[src/rtl/nubus_mem_arbiter_if.sv]
// Bundle of the NuBus-side, local-side and memory-side buses around the card memory arbiter.
// slave = arbiter view, master = requesters/memory view.
interface nubus_mem_arbiter_if;
    logic        nub_valid;
    logic [31:0] nub_addr;
    logic [31:0] nub_wdata;
    logic [3:0]  nub_wstrb;
    logic        nub_ready;
    logic [31:0] nub_rdata;

    logic        loc_valid;
    logic [31:0] loc_addr;
    logic [31:0] loc_wdata;
    logic [3:0]  loc_wstrb;
    logic        loc_lock;
    logic        loc_ready;
    logic [31:0] loc_rdata;

    logic        mem_valid;
    logic [31:0] mem_addr;
    logic [31:0] mem_wdata;
    logic [3:0]  mem_wstrb;
    logic        mem_ready;
    logic [31:0] mem_rdata;

    logic [1:0]  arb_owner;
    logic        arb_err;

    modport slave (
        input  nub_valid, nub_addr, nub_wdata, nub_wstrb,
        output nub_ready, nub_rdata,
        input  loc_valid, loc_addr, loc_wdata, loc_wstrb, loc_lock,
        output loc_ready, loc_rdata,
        output mem_valid, mem_addr, mem_wdata, mem_wstrb,
        input  mem_ready, mem_rdata,
        output arb_owner, arb_err
    );

    modport master (
        output nub_valid, nub_addr, nub_wdata, nub_wstrb,
        input  nub_ready, nub_rdata,
        output loc_valid, loc_addr, loc_wdata, loc_wstrb, loc_lock,
        input  loc_ready, loc_rdata,
        input  mem_valid, mem_addr, mem_wdata, mem_wstrb,
        output mem_ready, mem_rdata,
        input  arb_owner, arb_err
    );
endinterface

[src/rtl/nubus_mem_arbiter.sv]
// Two-way arbiter for the card memory port: NuBus has priority, the local CPU gets a starvation
// limit and a locked sequence. Define MEM_TIMEOUT_EN to build in the hung-cycle watchdog.
module nubus_mem_arbiter #(
    parameter int unsigned NUB_BURST      = 4,
    parameter int unsigned TIMEOUT_CYCLES = 255
) (
    input  logic               nub_clk,
    input  logic               nub_reset,
    nubus_mem_arbiter_if.slave bus
);
    // Encoding doubles as the arb_owner value.
    typedef enum logic [1:0] {
        IDLE = 2'b00,
        NUB  = 2'b01,
        LOC  = 2'b10
    } state_e;

    localparam logic [3:0] BURST = 4'(NUB_BURST);

    state_e     state_q, state_d;
    logic [3:0] streak_q, streak_d;
    logic       lock_q, lock_d;
    logic       loc_idle_q, loc_idle_d;
    logic       timeout;
    logic       done;

`ifdef MEM_TIMEOUT_EN
    localparam logic [7:0] WDOG_LAST = 8'(TIMEOUT_CYCLES - 1);

    logic [7:0] wdog_q, wdog_d;

    always_comb begin
        wdog_d = wdog_q;
        if (state_q == IDLE)
            wdog_d = '0;
        else if (!bus.mem_ready)
            wdog_d = wdog_q + 8'd1;
    end

    always_ff @(posedge nub_clk or posedge nub_reset) begin
        if (nub_reset) wdog_q <= '0;
        else           wdog_q <= wdog_d;
    end

    // Fires on the TIMEOUT_CYCLES-th granted cycle; a real mem_ready always wins.
    assign timeout = (state_q != IDLE) && !bus.mem_ready && (wdog_q == WDOG_LAST);
`else
    wire unused_timeout_cfg = |8'(TIMEOUT_CYCLES);
    assign timeout = 1'b0;
`endif

    assign done = bus.mem_ready || timeout;

    // NOTE: sequential state uses non-blocking assignments so every flop samples pre-edge values.
    always_ff @(posedge nub_clk or posedge nub_reset) begin
        if (nub_reset) begin
            state_q    <= IDLE;
            streak_q   <= '0;
            lock_q     <= 1'b0;
            loc_idle_q <= 1'b0;
        end else begin
            state_q    <= state_d;
            streak_q   <= streak_d;
            lock_q     <= lock_d;
            loc_idle_q <= loc_idle_d;
        end
    end

    // NOTE: every comb output gets a default first so no latch can be inferred.
    always_comb begin
        state_d    = state_q;
        streak_d   = streak_q;
        lock_d     = lock_q;
        loc_idle_d = 1'b0;
        unique case (state_q)
            IDLE: begin
                if (lock_q && bus.loc_valid) begin
                    state_d  = LOC;
                    streak_d = '0;
                end else if (bus.nub_valid && !lock_q &&
                             !(bus.loc_valid && streak_q == BURST)) begin
                    state_d = NUB;
                    if (bus.loc_valid && streak_q != BURST)
                        streak_d = streak_q + 4'd1;
                end else if (bus.loc_valid) begin
                    state_d  = LOC;
                    streak_d = '0;
                end else begin
                    streak_d = '0;
                end
                // Lock ends when the CPU releases it or stays silent for two idle cycles.
                if (lock_q && (!bus.loc_lock || (!bus.loc_valid && loc_idle_q)))
                    lock_d = 1'b0;
                loc_idle_d = !bus.loc_valid;
            end
            NUB: begin
                if (done) state_d = IDLE;
            end
            LOC: begin
                if (done) begin
                    state_d = IDLE;
                    if (bus.loc_lock) lock_d = 1'b1;
                end
            end
            default: state_d = IDLE;
        endcase
    end

    always_comb begin
        bus.mem_valid = 1'b0;
        bus.mem_addr  = '0;
        bus.mem_wdata = '0;
        bus.mem_wstrb = '0;
        bus.nub_ready = 1'b0;
        bus.nub_rdata = '0;
        bus.loc_ready = 1'b0;
        bus.loc_rdata = '0;
        bus.arb_owner = state_q;
        bus.arb_err   = timeout;
        unique case (state_q)
            NUB: begin
                bus.mem_valid = 1'b1;
                bus.mem_addr  = bus.nub_addr;
                bus.mem_wdata = bus.nub_wdata;
                bus.mem_wstrb = bus.nub_wstrb;
                bus.nub_ready = done;
                bus.nub_rdata = timeout ? 32'hFFFF_FFFF : bus.mem_rdata;
            end
            LOC: begin
                bus.mem_valid = 1'b1;
                bus.mem_addr  = bus.loc_addr;
                bus.mem_wdata = bus.loc_wdata;
                bus.mem_wstrb = bus.loc_wstrb;
                bus.loc_ready = done;
                bus.loc_rdata = timeout ? 32'hFFFF_FFFF : bus.mem_rdata;
            end
            default: ;
        endcase
    end
endmodule

[src/flat_wrapper.sv]
// flat-port wrapper written by rule: the top's interface ports become plain ports
module nubus_mem_arbiter_flat 
#(
    parameter int unsigned NUB_BURST      = 4,
    parameter int unsigned TIMEOUT_CYCLES = 255
)
  (nub_clk, nub_reset, bus_nub_valid, bus_nub_addr, bus_nub_wdata, bus_nub_wstrb, bus_nub_ready, bus_nub_rdata, bus_loc_valid, bus_loc_addr, bus_loc_wdata, bus_loc_wstrb, bus_loc_lock, bus_loc_ready, bus_loc_rdata, bus_mem_valid, bus_mem_addr, bus_mem_wdata, bus_mem_wstrb, bus_mem_ready, bus_mem_rdata, bus_arb_owner, bus_arb_err);
  nubus_mem_arbiter_if bus_i ();
  input  logic nub_clk;
  input  logic nub_reset;
  input wire logic [$bits(bus_i.nub_valid)-1:0] bus_nub_valid;
  input wire logic [$bits(bus_i.nub_addr)-1:0] bus_nub_addr;
  input wire logic [$bits(bus_i.nub_wdata)-1:0] bus_nub_wdata;
  input wire logic [$bits(bus_i.nub_wstrb)-1:0] bus_nub_wstrb;
  output wire logic [$bits(bus_i.nub_ready)-1:0] bus_nub_ready;
  output wire logic [$bits(bus_i.nub_rdata)-1:0] bus_nub_rdata;
  input wire logic [$bits(bus_i.loc_valid)-1:0] bus_loc_valid;
  input wire logic [$bits(bus_i.loc_addr)-1:0] bus_loc_addr;
  input wire logic [$bits(bus_i.loc_wdata)-1:0] bus_loc_wdata;
  input wire logic [$bits(bus_i.loc_wstrb)-1:0] bus_loc_wstrb;
  input wire logic [$bits(bus_i.loc_lock)-1:0] bus_loc_lock;
  output wire logic [$bits(bus_i.loc_ready)-1:0] bus_loc_ready;
  output wire logic [$bits(bus_i.loc_rdata)-1:0] bus_loc_rdata;
  output wire logic [$bits(bus_i.mem_valid)-1:0] bus_mem_valid;
  output wire logic [$bits(bus_i.mem_addr)-1:0] bus_mem_addr;
  output wire logic [$bits(bus_i.mem_wdata)-1:0] bus_mem_wdata;
  output wire logic [$bits(bus_i.mem_wstrb)-1:0] bus_mem_wstrb;
  input wire logic [$bits(bus_i.mem_ready)-1:0] bus_mem_ready;
  input wire logic [$bits(bus_i.mem_rdata)-1:0] bus_mem_rdata;
  output wire logic [$bits(bus_i.arb_owner)-1:0] bus_arb_owner;
  output wire logic [$bits(bus_i.arb_err)-1:0] bus_arb_err;
  assign bus_i.nub_valid = bus_nub_valid;
  assign bus_i.nub_addr = bus_nub_addr;
  assign bus_i.nub_wdata = bus_nub_wdata;
  assign bus_i.nub_wstrb = bus_nub_wstrb;
  assign bus_nub_ready = bus_i.nub_ready;
  assign bus_nub_rdata = bus_i.nub_rdata;
  assign bus_i.loc_valid = bus_loc_valid;
  assign bus_i.loc_addr = bus_loc_addr;
  assign bus_i.loc_wdata = bus_loc_wdata;
  assign bus_i.loc_wstrb = bus_loc_wstrb;
  assign bus_i.loc_lock = bus_loc_lock;
  assign bus_loc_ready = bus_i.loc_ready;
  assign bus_loc_rdata = bus_i.loc_rdata;
  assign bus_mem_valid = bus_i.mem_valid;
  assign bus_mem_addr = bus_i.mem_addr;
  assign bus_mem_wdata = bus_i.mem_wdata;
  assign bus_mem_wstrb = bus_i.mem_wstrb;
  assign bus_i.mem_ready = bus_mem_ready;
  assign bus_i.mem_rdata = bus_mem_rdata;
  assign bus_arb_owner = bus_i.arb_owner;
  assign bus_arb_err = bus_i.arb_err;
  nubus_mem_arbiter #(.NUB_BURST(NUB_BURST), .TIMEOUT_CYCLES(TIMEOUT_CYCLES)) u_core (.nub_clk(nub_clk), .nub_reset(nub_reset), .bus(bus_i));
endmodule
[config.mk]
export PLATFORM = sky130hd
export DESIGN_NAME = nubus_mem_arbiter_flat
export DESIGN_NICKNAME = d
export VERILOG_FILES = /design/src/rtl/nubus_mem_arbiter_if.sv /design/src/rtl/nubus_mem_arbiter.sv /design/src/flat_wrapper.sv
export SDC_FILE = /design/constraint.sdc
export NUM_CORES = 1
export LEC_CHECK = 0
export BUFFER_PORTS_ARGS = -buffer_cell sky130_fd_sc_hd__buf_4
export CAP_MARGIN = 20
export CORE_AREA = 5 5 119 121
export CTS_CLUSTER_SIZE = 24
export DETAILED_ROUTE_END_ITERATION = 10
export DIE_AREA = 0 0 124 126
export PLACE_DENSITY = 0.61
export SYNTH_ARGS = -nofsm -noshare
export SYNTH_HDL_FRONTEND = slang
export SYNTH_SLANG_ARGS = --single-unit
[constraint.sdc]
create_clock -name nub_clk -period 2.15 [get_ports nub_clk]
set_input_delay 0.1075 -clock nub_clk [delete_from_list [all_inputs] [get_ports nub_clk]]
set_output_delay 0.1075 -clock nub_clk [all_outputs]
set_load 0.01 [all_outputs]
* After elaboration in Yosys (flattened, before gate mapping)
Cells that the tools add are included.
** Storage, ports and cells
- Logic and storage cells :: 54
- Output and inout port bits :: 138
- Input bits :: 174
- Register bits :: 8
** Operators by class
- Reduce and logical (&&, ||, !) cells :: 18
- $add $sub $neg :: 1
- Multiplexer cells :: 21
- Equality and inequality tests :: 10
** Operator list (count)
- one-hot mux 32 bit (2 select lines) :: 2
- two-way mux 32 bit :: 2
- two-way mux 4 bit :: 3
- two-way mux 2 bit :: 4
- one-hot mux 4 bit (2 select lines) :: 1
- logical AND 1 bit :: 7
- two-way mux 1 bit :: 7
- adder 4 x 1 -> 4 bit (second input constant) :: 1
- == test 4 x 3 -> 1 bit (second input constant) :: 1
- zero test 1 bit :: 4
- != test 2 x 1 -> 1 bit (second input constant) :: 2
- != test 2 bit (second input constant) :: 2
- != test 4 x 2 -> 1 bit (second input constant) :: 1
- != test 4 x 3 -> 1 bit (second input constant) :: 1
- one-hot mux 2 bit (2 select lines) :: 1
- AND reduction 2 bit :: 2
- AND reduction 4 bit :: 1
- != test 3 x 2 -> 1 bit (second input constant) :: 1
- == test 2 x 1 -> 1 bit (second input constant) :: 1
- == test 2 bit (second input constant) :: 1
- zero test 2 bit :: 1
- one-hot mux 1 bit (2 select lines) :: 1
- nonzero test 2 bit :: 1
- OR reduction 2 bit :: 1
- logical OR 1 bit :: 1

* Depth between registers and ports, before layout
- Depth in word-level cells :: 7
- Mapped depth :: 6
- Depth with buffers taken out :: 5

* Least setup slack after synthesis
Ideal clock, no wire load.
- Path type :: register to output
- From :: reg u_core.state_q[0], in the netlist u_core.bus.arb_owner[0]
- To :: out bus_mem_addr[11]
- Path buffers :: 2
- Data required time :: 2.043 ns
- Data arrival time :: 1.558 ns
- Stages on the path, launching flop included :: 6
- Slack :: 0.484 ns
- Cell sequence :: dfrtp_1 inv_1 ha_1 clkbuf_1 clkbuf_1 nor2b_1
** Between the ends
- Longest elaborated chain between the ends :: 2
- Elaborated cells between the ends (all ways) :: 3
- Classes of those cells :: eq/ne (2); mux (1)
** Ends and longest elaborated chain
- start: declaration :: line nubus_mem_arbiter.sv:20 : state_e state_q, state_d;
- start signal: assignment :: line nubus_mem_arbiter.sv:62 : state_q <= state_d;
- == test 2 bit or == test 2 x 1 -> 1 bit (tied branches) :: line nubus_mem_arbiter.sv:120 : unique case (state_q)
- one-hot mux 32 bit (2 select lines) (*) :: line nubus_mem_arbiter.sv:120
- end: declaration :: line flat_wrapper.sv:25 : output wire logic [$bits(bus_i.mem_addr)-1:0] bus_mem_addr;
Every way passes the cells marked *; elsewhere a longest branch is shown, timed or not.

* Worst setup path after layout
- From :: reg u_core.state_q[1], in the netlist u_core.bus.arb_owner[1]
- To :: out bus_mem_addr[13]
Same word-level chain as after synthesis.

==> results.toml <==
[clock_tree]
clk_latency_ns = 0.23
cts_max_path_buffers = 2
clock-sinks = 8
hold_buffers = 1
cts_resized = 0
numCtsBuffers = 3
clock-root-buffer = "clkbuf_16"
cts_setup_buffers = 0
cts_tree = "done"
htree_levels = 1
path_clk_slew_ns = 0.04

[route]
drtPass1Iterations = 5
drc = 0
drtIter0Drc = 114
postRouteAntennaNets = 0
postRouteWirelength_um = 11400
vias = 3246
wl_per_cell_um = 15.1
viasPerCell = 4.32

[logic_synthesis]
synth_seq_cells = 8
synth_edf_count = 0
netlist_instances = 286
synth_area_leaders = "a22oi_1, nor2b_1, and2_1, dfrtp_1, clkbuf_1"
synth_area_um2 = 1980
ys.warnings.count = 0
ys_top_cells_by_count = "a22oi_1, nor2b_1, and2_1"
synth_top_area_share_pct = 25.8
yosys.area.top_type = "a22oi_1"
ys_async_sr_fraction_pct = 100
syn_avg_cell_area_um2 = 6.93
ys_types = 27
synth_nets = 465
synth_flop_cell = "dfrtp_1"
yosysSeqAreaShare_pct = 10.1

[final_layout]
fin_area_um2 = 4560
syn_to_final_growth_pct = 130
nets = 757
final_cells = 752
drive_gt1_share_pct = 56.3
n_antenna_cell = 0

[worst_setup_path]
critical_path_required_ns = 2.04
crit_fanout = 38
setup.worst_path.end_class = "output port"
crit_path_start_kind = "flip-flop"
crit_arrival_ns = 1.72
setup.worst_path.class = "reg2out"

[sta]
setup_violations = 0
fin_hold_ws_ns = 0.231
finalSetupTns_ns = 0
fin_skew_ns = 0.00321
report.final.slew_viol_count = 0
rsz0062_at_grt = "no"
fmax_ghz = 0.547
hold_viol = 0
fin_crit_ns = 1.83
post-route-period-util_pct = 85.1
layout_setup_ws_ns = 0.320

[hold_path]
hp-class = "in2reg"

[die]
die_w_um = 124
die_area_um2 = 15600
coreArea_um2 = 13000
ioPinCount = 312
dieHeight_um = 126
num_rows = 42
start_util_pct = 15.3

[place]
dp_hpwl_um = 9530
numPortBuffers = 310
pre_cts_slack_ns = 0.527
place.gp.congestion = 0.816
place_inst = 748
place_area_um2 = 4480

[grt]
grt_start_max_net_pins = 71
grt_pass1_wl_um = 16100
grt-ovfl-total = 0
grt_pass1_vias = 3246
track_usage_pct = 12.6
grt_antenna_before_repair = 0

[power_and_ir_drop]
leakage_nw = 2.28
max-vdd-ir-drop_mv = 0.340
p_per_area_nw_per_um2 = 952

[outcome]
status = "complete, no violations"

[run]
cap_violations = 0
[stage by stage]
stage	power, mW	utilization (%)
after floorplan	2.34	-
after global placement	4.03	34.5
after detailed placement	4.09	34.5
after CTS	4.42	35.1
after global routing	4.72	35.1
final	4.34	35.1
[where the power goes]
group / total [mW] / internal [mW] / switching [mW]
Sequential: 0.246 / 0.200 / 0.0459
Clock: 0.314 / 0.240 / 0.0740
Combinational: 3.78 / 1.95 / 1.83
[state kept, by name, indices dropped and copies added (netlist names)]
name and count:
u_core.streak_q 4, u_core.bus.arb_owner 2, u_core.loc_idle_q 1, u_core.lock_q 1
[logic make-up after synthesis]
family	share of synthesized area, %
other	0.189
AOI/OAI and AO/OA	30.6
adders and majority gates	3.16
buffers and inverters	8.40
DFF	10.1
and+or+nand+nor	47.5
[area by class of cell]
cell class	count	area, µm²
repair buffers	317	2410
flip-flops and latches	8	200
inverters	10	37.5
clock buffers	3	75.1
fillers	1328	8420
multi-input cells	238	1620
well taps	176	220
[worst paths after layout]
| kind | from | end | slack, ns | cells after the start |
|---|---|---|---|---|
| max | u_core.bus.arb_owner[1] | bus_mem_addr[13] | 0.32 | 6 |
| min | bus_loc_lock | u_core.lock_q | 0.23 | 3 |
| max reg2reg | u_core.bus.arb_owner[0] | u_core.bus.arb_owner[0] | 0.55 | 6 |
| min reg2reg | u_core.streak_q[0] | u_core.streak_q[0] | 0.55 | 1 |
| max in group asynchronous | nub_reset | u_core.bus.arb_owner[0] | 1.52 | 3 |
| min in group asynchronous | nub_reset | u_core.streak_q[1] | 0.39 | 3 |
[per-layer routing]
metal	wire (µm)	up-vias	part of all wire, %	GRT usage [%]
met3	1510	12	13	3.72
met1	3870	1460	34	13.3
li1	-	1572	-	-
met4	127	0	1.1	2.51
met2	5880	202	52	24.4
met5	0	-	0	0
[cells in the final DEF, fill, tap and decap left out, drive strengths merged, types with 3 or more instances in the layout]
master / netlist / layout
and2: 66 / 66
nand2b: 4 / 4
a22oi: 68 / 68
ha: 5 / 5
buf: 11 / 316
dfrtp: 8 / 8
o21ai: 3 / 3
nor2b: 68 / 68
clkbuf: 19 / 3
a21oi: 4 / 4
inv: 10 / 10
[critical path, stage by stage (launching register included)]
cell and delay [ns]:
dfrtp_1 0.40, inv_1 0.09, ha_2 0.22, buf_4 0.37, a22oi_1 0.13, nor2b_1 0.14
buf_4 0.14
(Power assumes the default switching activity.)
